[src/rtl/bg_pkg.sv]
// bg_pkg: switch-phase and monitor-state types plus the phase decode shared with controller assertions
package bg_pkg;
    typedef enum logic [3:0] {IDLE, PRE, DIODE_S, DIODE, BIG_S, BIG, HCHG, LCHG, OUT, ILLEGAL} phase_t;
    typedef enum logic [1:0] {WAIT_PRE, PRECHG, SETUP, RUN} mon_state_t;

    function automatic phase_t decode_phase(input logic pre, pi1, pi2, pii1, pii2, pa, pb, pc, pd);
        return pre                     ? PRE     :
               (pii1 & pii2)           ? DIODE   :
               pii1                    ? DIODE_S :
               (pi1 & pi2)             ? BIG     :
               pi1                     ? BIG_S   :
               (pa & pb & !pc)         ? HCHG    :
               (pa & pc & !pb)         ? LCHG    :
               (pb & pc & pd & !pa)    ? OUT     :
               !(pi1 | pi2 | pii1 | pii2 | pa | pb | pc | pd) ? IDLE : ILLEGAL;
    endfunction
endpackage

[src/rtl/bg_phase_decode.sv]
// bg_phase_decode: combinational phase decode and per-cycle protocol violation flags
module bg_phase_decode
    import bg_pkg::*;
(
    input  logic   pi1,
    input  logic   pi2,
    input  logic   pii1,
    input  logic   pii2,
    input  logic   pa,
    input  logic   pb,
    input  logic   pc,
    input  logic   pd,
    input  logic   pre,
    input  logic   src_n,
    input  logic   snk,
    output phase_t phase,
    output logic   overlap,
    output logic   order,
    output logic   drive
);
    logic pi_any, pii_any;
    assign pi_any  = pi1 | pi2;
    assign pii_any = pii1 | pii2;
    assign phase   = decode_phase(pre, pi1, pi2, pii1, pii2, pa, pb, pc, pd);
    assign overlap = (pi_any & pii_any) | ((pa | pb | pc | pd) & (pi_any | pii_any));
    assign order   = (pi2 & ~pi1) | (pii2 & ~pii1);
    assign drive   = src_n & snk;
endmodule

[src/rtl/bg_phase_mon.sv]
// bg_phase_mon: receive-side monitor of the bandgap switch-phase bus; tracks start-up,
// counts and times OUTPUT phases, flags protocol errors and reports cadence lock.
module bg_phase_mon
    import bg_pkg::*;
#(
    parameter int CNT_W  = 16,
    parameter int PER_W  = 10,
    parameter int LOCK_N = 4,
    parameter int TOL    = 1
) (
    input  logic             clk,
    input  logic             reset,
    input  logic             clr,
    input  logic             PI1,
    input  logic             PI2,
    input  logic             PII1,
    input  logic             PII2,
    input  logic             PA,
    input  logic             PB,
    input  logic             PC,
    input  logic             PD,
    input  logic             preChrg,
    input  logic             setupBias,
    input  logic             src_n,
    input  logic             snk,
    output phase_t           phase,
    output mon_state_t       mon_state,
    output logic             err_overlap,
    output logic             err_order,
    output logic             err_drive,
    output logic [CNT_W-1:0] out_cnt,
    output logic [PER_W-1:0] period,
    output logic             period_vld,
    output logic             locked
);
    localparam int SW = $clog2(LOCK_N + 1);

    phase_t           dec, phase_d;
    mon_state_t       state_nxt;
    logic             ov, od, dr, sb_q, have_ref;
    logic             chk, new_ov, new_od, new_dr, new_err;
    logic             restart, to_run, entry_out, upd, stable_ok;
    logic [PER_W-1:0] per_ctr, diff;
    logic [SW-1:0]    stable_cnt, stable_nxt;

    bg_phase_decode u_dec (
        .pi1(PI1), .pi2(PI2), .pii1(PII1), .pii2(PII2),
        .pa(PA), .pb(PB), .pc(PC), .pd(PD), .pre(preChrg),
        .src_n(src_n), .snk(snk),
        .phase(dec), .overlap(ov), .order(od), .drive(dr)
    );

    always_comb begin
        chk        = mon_state != WAIT_PRE;
        new_ov     = chk & ov;
        new_od     = chk & (od | (mon_state == RUN && dec == ILLEGAL));
        new_dr     = chk & dr;
        new_err    = new_ov | new_od | new_dr;
        state_nxt  = (mon_state == WAIT_PRE) ? ((phase == PRE) ? PRECHG : WAIT_PRE) :
                     (mon_state == PRECHG)   ? ((phase == DIODE_S) ? SETUP : PRECHG) :
                     (phase == PRE)          ? PRECHG :
                     (mon_state == SETUP && sb_q && !setupBias) ? RUN : mon_state;
        restart    = (mon_state == SETUP || mon_state == RUN) && state_nxt == PRECHG;
        to_run     = mon_state == SETUP && state_nxt == RUN;
        entry_out  = mon_state == RUN && phase == OUT && phase_d != OUT;
        upd        = entry_out && have_ref;
        diff       = (per_ctr > period) ? per_ctr - period : period - per_ctr;
        // a saturated period counter means the real gap is unknown, never stable
        stable_ok  = (per_ctr != '1) && (!period_vld || diff <= PER_W'(TOL));
        stable_nxt = !stable_ok ? '0 : (stable_cnt == SW'(LOCK_N)) ? stable_cnt : stable_cnt + 1'b1;
    end

    always_ff @(posedge clk or posedge reset) begin
        if (reset) begin
            phase       <= IDLE;
            phase_d     <= IDLE;
            mon_state   <= WAIT_PRE;
            sb_q        <= 1'b0;
            err_overlap <= 1'b0;
            err_order   <= 1'b0;
            err_drive   <= 1'b0;
            out_cnt     <= '0;
            period      <= '0;
            period_vld  <= 1'b0;
            locked      <= 1'b0;
            per_ctr     <= '0;
            have_ref    <= 1'b0;
            stable_cnt  <= '0;
        end else begin
            phase       <= dec;
            phase_d     <= phase;
            mon_state   <= state_nxt;
            sb_q        <= setupBias;
            err_overlap <= (err_overlap & ~clr) | new_ov;
            err_order   <= (err_order & ~clr) | new_od;
            err_drive   <= (err_drive & ~clr) | new_dr;
            per_ctr     <= entry_out ? PER_W'(1) : (per_ctr == '1) ? per_ctr : per_ctr + 1'b1;
            if (entry_out) begin
                have_ref <= 1'b1;
                out_cnt  <= (out_cnt == '1) ? out_cnt : out_cnt + 1'b1;
            end
            if (upd) begin
                period     <= per_ctr;
                period_vld <= 1'b1;
                stable_cnt <= stable_nxt;
                locked     <= stable_nxt == SW'(LOCK_N);
            end
            // later assignments deliberately override the update above
            if (restart || to_run)
                have_ref <= 1'b0;
            if (restart || to_run || clr)
                out_cnt <= '0;
            if (restart || clr)
                period_vld <= 1'b0;
            if (new_err || restart || to_run || clr) begin
                stable_cnt <= '0;
                locked     <= 1'b0;
            end
        end
    end
endmodule
[config.mk]
export PLATFORM = sky130hd
export DESIGN_NAME = bg_phase_mon
export DESIGN_NICKNAME = d
export VERILOG_FILES = /design/src/rtl/bg_pkg.sv /design/src/rtl/bg_phase_decode.sv /design/src/rtl/bg_phase_mon.sv
export SDC_FILE = /design/constraint.sdc
export NUM_CORES = 1
export LEC_CHECK = 0
export ABC_AREA = 1
export CAP_MARGIN = 10
export CORE_MARGIN = 2
export CORE_UTILIZATION = 60
export CTS_CLUSTER_DIAMETER = 40
export CTS_CLUSTER_SIZE = 16
export DETAILED_ROUTE_END_ITERATION = 8
export PLACE_DENSITY_LB_ADDON = 0.05
export SETUP_SLACK_MARGIN = 0.4
export SLEW_MARGIN = 20
export SYNTH_ARGS = -nofsm -noshare
export SYNTH_HDL_FRONTEND = slang
export SYNTH_SLANG_ARGS = --single-unit
[constraint.sdc]
create_clock -name clk -period 3.5 [get_ports clk]
set_input_delay 0.7 -clock clk [delete_from_list [all_inputs] [get_ports clk]]
set_output_delay 0.7 -clock clk [all_outputs]
set_load 0.05 [all_outputs]
# Word-level counts from Yosys, hierarchy flattened
# Index checks and enable logic that the tools add are counted.
# classes
n_addsub	5
multipliers	0
div	0
n_lt_le_gt_ge	2
n_eq_ne	17
n_shift	0
n_mux	31
bitwise_logic	43
reduce_logical	29
# ops
operator	count
$mux W16	3
$mux W4	9
$mux W10	3
$and A1 B1 Y1	20
$or A1 B1 Y1	20
$sub A10 B10 Y10	2
$add A16 B1 Y16 const B	1
$eq A16 B16 Y1 const B	1
$mux W3	4
$add A10 B1 Y10 const B	1
$eq A10 B10 Y1 const B	1
$gt A10 B10 Y1	1
$le A10 B1 Y1 const B	1
$mux W2	5
$ne A10 B10 Y1 const B	1
$reduce_bool A2 Y1	5
$logic_and A1 B1 Y1	9
$eq A4 B4 Y1 const B	2
$logic_or A1 B1 Y1	8
$mux W1	7
$eq A2 B2 Y1 const B	3
$eq A3 B3 Y1 const B	2
$logic_not A1 Y1	5
$eq A2 B1 Y1 const B	2
9 further kinds	11
# totals
regBits	56
latchBits	0
ramBits	0
romBits	0
in_bits	15
output_inout_bits	37
wordCells	141
n_memories	0

# Logic depth before layout (Yosys ltp)
# logic_depth
word_depth	26
depth_mapped	20
ltp_nobuf	19

# Hierarchy
# A second synthesis with hierarchy kept.
# hier_totals
hier_cells	561
area_unflattened_um2	3890.0
# by_module_without_submodules
mod	instances	cells_per_inst	area_each_um2	seq_area_each_um2
bg_phase_mon	1	517	3701.0	1401.3
bg_phase_decode	1	44	188.9	0.0

# Worst setup path before layout
# Ideal clock, no wire load.
# synth_timing
kind	register to register
start	register period[1]
end	register stable_cnt[2]
setup_time_ns	0.128
t_arrival_ns	2.387
t_required_ns	3.372
path_slack_ns	0.986
stages_incl_launch_ff	16
path_buffers	1
period_less_slack_ns	2.514
path_cell_list	dfrtp_1 > inv_1 > fa_1 > nand3_1 > nand3_2 > nand2_2 > buf_6 > inv_2 > nand2_1 > nand2_1 > nand2_1 > inv_1 > nand3_1 > nand3_2 > nand4_2 > o21ai_0
# synth_between
elab_chain_len	8
elab_cells_between_ends	10
classes_between	2 x add/sub; 2 x order compare; 4 x mux; 2 x reduce/logical
# synth_rtl
item	line_no	source
from (decl)	bg_phase_mon.sv:32	output logic [PER_W-1:0] period,
from (signal assigned)	bg_phase_mon.sv:103	period <= per_ctr;
$sub A10 B10 Y10 or $gt A10 B10 Y1 (tied branches)	bg_phase_mon.sv:67	diff = (per_ctr > period) ? per_ctr - period : period - per_ctr;
$mux W10 (*)	bg_phase_mon.sv:67	
$le A10 B1 Y1 (*)	bg_phase_mon.sv:69	stable_ok = (per_ctr != '1) && (!period_vld || diff <= PER_W'(TOL));
$logic_or A1 B1 Y1 (*)	bg_phase_mon.sv:69	
$logic_and A1 B1 Y1 (*)	bg_phase_mon.sv:69	
$mux W3 (*)	bg_phase_mon.sv:70	stable_nxt = !stable_ok ? '0 : (stable_cnt == SW'(LOCK_N)) ? stable_cnt : stable_cnt + 1'b1;
$mux W3 (*)	bg_phase_mon.sv:102	if (upd) begin
$mux W3 (*)	bg_phase_mon.sv:115	if (new_err || restart || to_run || clr) begin
to (signal assigned)	bg_phase_mon.sv:105	stable_cnt <= stable_nxt;
to (decl)	bg_phase_mon.sv:44	logic [SW-1:0] stable_cnt, stable_nxt;
# Mark *: on every way between the ends. The rest lies on a longest branch, timed or not. The select of a mux whose other input is x is not followed.
# A chain may end at the register's enable or synchronous reset.

# Final worst setup path
# layout_timing
start	register period[4]
end	register stable_cnt[2]
# The elaborated chain is that of the path after synthesis.

==> results by group <==
Run status
  • Status: finished clean

Critical path
  • Most used cell, CP: inv_1
  • Critical path class: flop to flop
  • Setup crit end kind: flop
  • CP arrival: 2800 ps
  • Cell Chain, Critical Path: inv_1, ha_1, nand2_2, nor2_1, nand3_2, nand2_2, nand2_1, inv_1, nor2_2, nand2_1, inv_1, nand3_1, nand3_2, nand4_2, o21ai_0
  • Worst setup SP type: flop
  • CP max stage cell: ha_1
  • Crit-path leading delay family: simple AND/OR/NAND/NOR gates
  • Data required, critical path: 3700 ps
  • Peak per-stage delay on the critical path: about 430 ps
  • Number of buffers and inverters on the critical path: 3
  • Critical Path Fanout Max: 11

Clock tree
  • CTS tree: built
  • Worst-Skew Late Latency: about 310 ps
  • TritonCTS Buffers: 5
  • PostCTS Resize Cnt: 0
  • Clock sinks: 56
  • Post-CTS Repair Setup Buffers: 0
  • Clock Path Buffers: 2
  • Reg clk slew, reported paths: approximately 100 ps
  • Root buffer cell: clkbuf_8
  • Number of H-tree levels: 2
  • Cts hold-fix bufs: 0

Detailed routing
  • Initial drt markers: 167
  • Via count: 3732
  • DRC Markers: 0
  • Antenna-violating nets left: 0
  • Detail-routed net length per standard cell: roughly 13 µm
  • TritonRoute pass-1 iters: 7
  • Routed wire length: 9051 µm
  • Vias per inst: 5.385

STA
  • Max-slew headroom: 65.89%
  • Final Max Tran Viols: 0
  • Number of setup violations in the final report: 0
  • Final setup TNS: 0 ps
  • Period Utilization, post-route: 74.23%
  • Worst Tran Pin Value: 510.1 ps
  • Period minus WS final: approximately 2600 ps
  • Worst Clk Skew: 13.06 ps
  • Final Hold Viols: 0
  • Fmax: 384.9 MHz
  • RSZ-0062 raised after global routing: no
  • Final worst hold slack: 436.0 ps

GRT
  • Initial antenna violation count: 0
  • Vias in the first global route: 3686
  • Total track usage: around a quarter
  • Remaining Overflow, GRT: 0
  • Pin count of the biggest net entering global routing: 23
  • Global-route wire length before repair: 15690 µm

Die
  • Initial Util: roughly three fifths
  • Core area: 6350 µm²
  • Die ar.: between 7000 and 8000 µm²
  • Die width: roughly 85 µm
  • FP Rows: 29
  • Die Span Y: between 80 and 90 µm
  • Top-level I/O count: 52

Place
  • Dpl cells: 686
  • HPWL after detailed placement: approximately 7300 µm
  • RePlAce Congestion: 0.9147
  • Post-DP Area: 4524 µm²
  • # port buffers: 51

Logic synthesis
  • Netlist cell types: 37
  • Synth Area per Inst: 7.016 µm²
  • Post-Synthesis Cells: 560
  • Yosys reg bits: 56
  • Synthesized area: 3929 µm²
  • Warnings, synthesis: 0
  • Synthesized Nets: 600
  • Seq/Total Area, Yosys: 35.67%

Pwr
  • Max IR drop VDD: between 0.5 and 0.6 mV
  • Design Power: around 0.0022 W
  • Leakage power: 2.335 nW
  • PD cells: 480.0 nW/µm²

Layout
  • Layout cells sized above 1: 5.519%
  • Layout Cells excl Fill: ~690
  • Number of diodes: 0
  • Design area: 4606 µm²
  • Area growth, synth to finish: 17.23%
  • Layout net count: roughly 660

Worst hold path
  • Hold crit path type: flop to flop

Job
  • Max Cap Viol: 0
-- final cells by class --
type	instances	area, µm²
Inverter	109	409.1
Tap cell	77	96.34
Multi-Input combinational cell	389	2077
Timing Repair Buffer	55	540.5
Clock buffer	5	68.82
Fill cell	532	1744
Sequential cell	56	1401
Clock inverter	2	12.51
-- worst paths after layout --
| check | from | endpoint | slack [ps] | depth (start not counted) |
|---|---|---|---|---|
| min | phase[3]$_DFF_PP0_ | phase_d[3]$_DFF_PP0_ | 440 | 0 |
| max | period[4]$_DFFE_PP0P_ | stable_cnt[2]$_DFFE_PP0P_ | 900 | 15 |
| max in group asynchronous | reset | err_order$_DFF_PP0_ | 2170 | 3 |
| min in group asynchronous | reset | per_ctr[8]$_DFFE_PP0P_ | 700 | 2 |
| min reg2reg | phase[3]$_DFF_PP0_ | phase_d[3]$_DFF_PP0_ | 440 | 0 |
| max reg2reg | period[4]$_DFFE_PP0P_ | stable_cnt[2]$_DFFE_PP0P_ | 900 | 15 |
-- sequential cells by signal (all words and copies together), names as in the netlist, 2 cells and up --
register,flops
stable_cnt,3
per_ctr,10
mon_state,2
phase_d,4
period,10
phase,4
out_cnt,16
-- placed cells by master, fill, tap and decap left out, types with 2 or more instances in the layout --
| master | Yosys | routed |
|---|---|---|
| dfrtp_1 | 56 | 56 |
| nand3b_1 | 2 | 2 |
| a31oi_1 | 3 | 3 |
| nand2_1 | 148 | 148 |
| nand3_1 | 46 | 46 |
| nor2_2 | 2 | 2 |
| o22ai_1 | 2 | 2 |
| clkdlybuf4s50_1 | 0 | 51 |
| nor3_2 | 2 | 2 |
| ha_1 | 23 | 23 |
| xor2_1 | 9 | 9 |
| nand3_2 | 4 | 4 |
| a211oi_1 | 2 | 2 |
| clkbuf_8 | 0 | 5 |
| nor3b_1 | 4 | 4 |
| inv_1 | 106 | 105 |
| buf_4 | 1 | 4 |
| nand2_2 | 7 | 7 |
| nor3_1 | 15 | 15 |
| nor2_1 | 46 | 46 |
| a21oi_1 | 18 | 18 |
| o21ai_0 | 30 | 30 |
| inv_2 | 3 | 4 |
| a221oi_1 | 3 | 3 |
| fa_1 | 2 | 2 |
| nand4_1 | 10 | 10 |
-- synthesized netlist by cell type, drive strengths merged --
library cell | number | area, µm²
fa | 2 | 40.04
o21ai | 31 | 155.1
nand4 | 11 | 75.07
a211oi | 2 | 15.01
nand2 | 155 | 599.3
o31ai | 1 | 7.510
ha | 23 | 287.8
dfrtp | 56 | 1401
nand3b | 2 | 15.01
o21a | 1 | 7.510
a21o | 1 | 7.510
inv | 109 | 409.1
o211ai | 1 | 7.510
o211a | 1 | 10.01
xor2 | 9 | 78.83
o21bai | 1 | 11.26
buf | 3 | 30.03
nor3 | 17 | 95.09
nor3b | 5 | 42.54
nand3 | 50 | 270.3
clkbuf | 3 | 11.26
nor2 | 48 | 185.2
a31oi | 3 | 18.77
and3 | 1 | 6.260
o22ai | 3 | 25.02
a221oi | 3 | 26.28
a21oi | 18 | 90.09
-- stage by stage --
step	utilization [%]	setup slack, ps
6_report	72.53	901.9
5_1_grt	72.53	667.4
4_1_cts	72.53	948.0
3_5_place_dp	71.25	817.8
3_3_place_gp	71.25	857.0
2_1_floorplan	-	985.6
-- report_power, final --
group          leakage [nW]  internal [W]  total [W]  switching [W]
logic                  1.56      0.000381    0.00110       0.000724
registers             0.735      0.000699   0.000766      0.0000671
clock network        0.0400      0.000136   0.000341       0.000205
-- routing by layer --
layer  global-route usage [%]  part of all wire, %  routed length, µm
met5                        0                    0                  0
met4                    11.98                  2.9                267
met3                    3.113                  3.4                312
met1                    32.11                   44               3960
met2                    47.96                   50               4510
-- cells by family (layout without fill, tap and decap cells) --
family	Yosys count	in the layout	share of synthesized area (%)
compound gates	66	66	9.713
flops	56	56	35.67
simple gates	289	289	32.80
fa+ha+maj	25	25	8.344
xor+xnor	9	9	2.006
buf+inv	115	171	11.46
Note: power is estimated with default switching activity, not from simulation.
